**config.mk**
```make
export PLATFORM = sky130hd
export DESIGN_NAME = div_unit
export DESIGN_NICKNAME = d
export VERILOG_FILES = /design/src/rtl/div_unit.sv
export SDC_FILE = /design/constraint.sdc
export NUM_CORES = 1
export LEC_CHECK = 0
export CAP_MARGIN = 20
export CELL_PAD_IN_SITES_DETAIL_PLACEMENT = 0
export CELL_PAD_IN_SITES_GLOBAL_PLACEMENT = 1
export CORE_MARGIN = 2
export CORE_UTILIZATION = 45
export DETAILED_ROUTE_END_ITERATION = 10
export PLACE_DENSITY = 0.93
export SYNTH_ARGS = -nofsm -noshare
export SYNTH_HDL_FRONTEND = slang
export SYNTH_SLANG_ARGS = --single-unit
```
**constraint.sdc**
```tcl
create_clock -name clk -period 6.6 [get_ports clk]
set_clock_uncertainty 0.1 [all_clocks]
set_input_delay 0.99 -clock clk [delete_from_list [all_inputs] [get_ports clk]]
set_output_delay 0.99 -clock clk [all_outputs]
set_load 0.05 [all_outputs]
```
**src/rtl/div_unit.sv**
```systemverilog
// div_unit: sequential signed divider for the multicycle MIPS datapath (DIV).
// Restoring division on operand magnitudes, one quotient bit per cycle,
// followed by a sign fix-up cycle. The quotient goes to LO and the remainder
// goes to HI through the downstream HI/LO select mux.
module div_unit #(
  parameter int WIDTH = 32
) (
  input  logic             clk,
  input  logic             reset,
  input  logic             start,
  input  logic [WIDTH-1:0] dividend,
  input  logic [WIDTH-1:0] divisor,
  output logic             busy,
  output logic             done,
  output logic [WIDTH-1:0] lo_out,
  output logic [WIDTH-1:0] hi_out,
  output logic             div_zero
);

  localparam int CW = $clog2(WIDTH + 1);

  localparam logic [1:0] IDLE = 2'd0;
  localparam logic [1:0] RUN  = 2'd1;
  localparam logic [1:0] FIX  = 2'd2;

  logic [1:0]       state;
  logic [WIDTH-1:0] rem;
  logic [WIDTH-1:0] quo;
  logic [WIDTH-1:0] dvs_mag;
  logic [CW-1:0]    cnt;
  logic             q_neg;
  logic             r_neg;
  logic             zero_div;

  logic [WIDTH-1:0] dvd_abs;
  logic [WIDTH-1:0] dvs_abs;
  logic [WIDTH:0]   rem_shift;
  logic [WIDTH:0]   trial;
  logic             no_borrow;

  // Operand magnitudes and the trial subtraction for the current iteration;
  // the most negative value maps onto itself, which is its correct unsigned magnitude.
  always_comb begin
    dvd_abs   = dividend[WIDTH-1] ? -dividend : dividend;
    dvs_abs   = divisor[WIDTH-1]  ? -divisor  : divisor;
    rem_shift = {rem, quo[WIDTH-1]};
    trial     = rem_shift - {1'b0, dvs_mag};
    no_borrow = (rem_shift >= {1'b0, dvs_mag});
  end

  // Control FSM plus datapath registers; every output is driven from here.
  always_ff @(posedge clk) begin
    if (reset) begin
      state    <= IDLE;
      busy     <= 1'b0;
      done     <= 1'b0;
      div_zero <= 1'b0;
      lo_out   <= '0;
      hi_out   <= '0;
      rem      <= '0;
      quo      <= '0;
      dvs_mag  <= '0;
      cnt      <= '0;
      q_neg    <= 1'b0;
      r_neg    <= 1'b0;
      zero_div <= 1'b0;
    end else begin
      done <= 1'b0;
      case (state)
        IDLE: begin
          busy <= 1'b0;
          if (start) begin
            quo      <= dvd_abs;
            dvs_mag  <= dvs_abs;
            q_neg    <= dividend[WIDTH-1] ^ divisor[WIDTH-1];
            r_neg    <= dividend[WIDTH-1];
            rem      <= '0;
            cnt      <= '0;
            div_zero <= 1'b0;
            zero_div <= (divisor == '0);
            state    <= (divisor == '0) ? FIX : RUN;
          end
        end
        RUN: begin
          busy <= 1'b1;
          if (no_borrow) begin
            rem <= trial[WIDTH-1:0];
            quo <= {quo[WIDTH-2:0], 1'b1};
          end else begin
            rem <= rem_shift[WIDTH-1:0];
            quo <= {quo[WIDTH-2:0], 1'b0};
          end
          cnt <= cnt + 1'b1;
          if (cnt == CW'(WIDTH - 1)) begin
            state <= FIX;
          end
        end
        FIX: begin
          busy <= 1'b0;
          done <= 1'b1;
          if (zero_div) begin
            div_zero <= 1'b1;
          end else begin
            lo_out <= q_neg ? -quo : quo;
            hi_out <= r_neg ? -rem : rem;
          end
          state <= IDLE;
        end
        default: begin
          busy  <= 1'b0;
          state <= IDLE;
        end
      endcase
    end
  end

endmodule

```
==> flow_metrics.py <==
metrics = {
    "grt": {
        "use_met2": 0.320,
        "grt.total_usage": 0.221,
        "grt_overflow": 0,
        "grt_pass1_wl_um": 46300,
        "use_met3": 0.0333,
        "busiest_layer": "met1",
        "grt_pass1_vias": 8735,
        "grt_max_degree": 80,
        "grt_use_met1": 0.347,
        "antenna_found_initial": 0,
    },
    "clock_tree": {
        "clk_path_buf_depth": 2,
        "cts_made_buffers": 17,
        "cts_root_buf": "clkbuf_16",
        "clock-sinks": 174,
        "postCtsResizedCells": 0,
        "htree_levels": 4,
        "path_clk_slew_ps": 80,
        "insertion_delay_ps": 440,
        "cts_tree": "built",
        "cts_setup_buffers": 0,
        "ctsHoldBuffers": 0,
    },
    "logic_synthesis": {
        "postSynth.asyncResetShare": 0,
        "synth_cell_type_count": 62,
        "yosys_warnings": 0,
        "synthCells": 1387,
        "synth-seq-area-share": 0.322,
        "synth_nets": 1492,
        "syn_avg_cell_area_sq_um": 7.79,
        "ys_seq_elements": 174,
        "synth_edf_count": 0,
        "ys.flop_type": "dfxtp_1",
        "syn_area_sq_um": 10800,
    },
    "drt": {
        "routed_wl_um": 28600,
        "drcViolationCount": 0,
        "drtIter0Drc": 946,
        "avgViaCountPerCell": 5.59,
        "drtAntennaViolNets": 0,
        "first_pass_iters": 5,
        "post_drt_wl_per_cell_um": 16.0,
        "vias": 9988,
    },
    "setup_path": {
        "crit_type": "in2reg",
        "required_ps": 6830,
        "r2r_slack_ps": 2710,
        "crit_path_top_delay_cell": "or4_1",
        "crit_family": "simple AND/OR/NAND/NOR gates",
        "end_kind": "flop",
        "cp-start-kind": "input pin",
        "cp_num_buf_inv": 1,
        "slowest_delay_ps": 610,
        "crit_arrival_ps": 4400,
        "crit_chain": "clkdlybuf4s50_1, or4_4, or4_1, or4_1, or4_4, or3_4, a2111oi_2",
        "crit_fanout": 6,
    },
    "die": {
        "die_w_um": 159,
        "start_util": 0.459,
        "dieArea_sq_um": 25300,
        "core_area_sq_um": 23500,
        "die_height_um": 159,
        "rows": 56,
        "top_level_ports": 134,
    },
    "power": {
        "irDropWorstVdd_mv": 0.158,
        "swShare": 0.353,
        "p_comb_frac": 0.263,
        "p_int_w": 0.00195,
        "clkPwrFrac": 0.346,
        "pwr-share-seq": 0.392,
        "p_leak_nw": 4.71,
        "p_total_w": 0.00302,
        "power_density_nw_per_um2": 233,
        "power_switching_w": 0.00107,
    },
    "finish": {
        "drive_gt1_frac": 0.0402,
        "layout.cells.non_filler": 1786,
        "antenna_cells": 0,
        "layout.nets": 1559,
        "syn_to_final_growth_pct": 19.6,
    },
    "sta": {
        "worst_slew_pin_slew_ps": 1060,
        "rsz0062_at_grt": "no",
        "post-route-min-period_ps": 4170,
        "period_share": 0.631,
        "fin_setup_tns_ps": 0,
        "hold_viol_final": 0,
        "finalWorstSetupSlack_ps": 2430,
        "maxSlewHeadroom": 0.292,
        "slew_viol_final": 0,
        "clock.fmax_ghz": 0.240,
        "setup_viol": 0,
    },
    "run_status": {
        "status": "finished clean",
    },
    "worst_hold_path": {
        "hold_class": "reg2reg",
    },
    "place": {
        "port_buffers": 133,
        "pre_cts_ws_ps": 1990,
        "placed_cells": 1753,
        "place_congestion": 0.877,
        "hpwl_um": 21700,
    },
    "run": {
        "cap_violations": 0,
    },
}
[cell families after synthesis]
family | share of synthesized area
flip-flops | 0.322
AND/OR/NAND/NOR | 0.185
buffers and inverters | 0.0571
XOR/XNOR | 0.113
multiplexers | 0.0279
AO/OA/AOI/OAI | 0.250
adder cells (fa/ha/maj) | 0.0447
[layer usage]
layer | share of wire | up-vias
met1 | 0.52 | 4556
met5 | 0 | -
met3 | 0.059 | 11
met4 | 0.0069 | 0
li1 | - | 5155
met2 | 0.41 | 266
[worst register-to-register path: stages, from the launching register on]
cell and delay [ps]:
dfxtp_1 400, ha_1 460, nand4_1 190, nor3_1 300, o211ai_1 210, a21oi_1 420
o21ai_0 280, a41oi_4 600, buf_4 440, mux2i_1 250, o21ai_0 90
[metrics by stage]
stage	util	area (sq um)	hold slack, ps
after CTS	0.548	12900	363
after floorplan	-	10800	332
final	0.549	12900	363
after global placement	0.521	12300	339
after detailed placement	0.521	12300	351
after global routing	0.549	12900	380
[power groups by stage]
stage / registers (W) / clock network (W) / logic [W]
floorplan: 0.00123 / 0 / 0.000523
global placement: 0.00120 / 0 / 0.000779
detailed placement: 0.00120 / 0 / 0.000786
CTS: 0.00118 / 0.00107 / 0.000788
global route: 0.00119 / 0.00111 / 0.000873
finish: 0.00118 / 0.00104 / 0.000793
[layout by cell type, fill, tap and decap left out, types with 37 or more instances in the layout]
cell type,n
a211oi_1,84
inv_1,70
xnor2_1,62
a21oi_1,81
nor2_1,158
o21ai_0,90
xor2_1,77
clkdlybuf4s50_1,132
nand2_1,134
ha_1,37
dfxtp_1,174
[layout make-up]
type	count	area, sq um
fill	2303	10600
multi-input combinational	1049	6740
sequential	174	3480
timing repair buffer	142	1410
clock buffer	17	425
tap	319	399
inverter	70	263
clock inverter	15	201
[cells in the mapped netlist, types with 7 or more instances]
library cell / count / area share
o41ai_1: 17 / 0.014
o31ai_1: 36 / 0.025
inv_1: 70 / 0.024
clkbuf_1: 89 / 0.031
nand4_1: 16 / 0.0093
nand3_1: 20 / 0.0093
nor2_1: 161 / 0.056
nand2_1: 134 / 0.047
dfxtp_1: 174 / 0.32
ha_1: 37 / 0.043
or4_1: 16 / 0.011
a21oi_1: 81 / 0.038
or3_1: 14 / 0.0081
nor3_1: 27 / 0.013
o221ai_1: 17 / 0.014
nand2b_1: 7 / 0.0041
mux2i_1: 29 / 0.027
nor4_1: 11 / 0.0064
xor2_1: 77 / 0.062
o21ai_0: 90 / 0.042
a21o_1: 13 / 0.0090
a211oi_1: 84 / 0.058
xnor2_1: 62 / 0.050
a221oi_1: 10 / 0.0081
[final timing paths]
check	start	end	depth (start not counted)
hold reg to reg	quo[21]	quo[21]	2
hold / removal	quo[21]	quo[21]	2
setup / recovery	divisor[6]	state[1]	7
setup reg to reg	rem[10]	rem[5]	10
[sequential cells by signal (all words and copies together), names as in the netlist]
signal / cells
busy: 1
cnt: 6
rem: 32
state: 2
hi_out: 32
zero_div: 1
quo: 32
lo_out: 32
div_zero: 1
r_neg: 1
q_neg: 1
dvs_mag: 32
done: 1
Power figures use the tool's default switching activity.
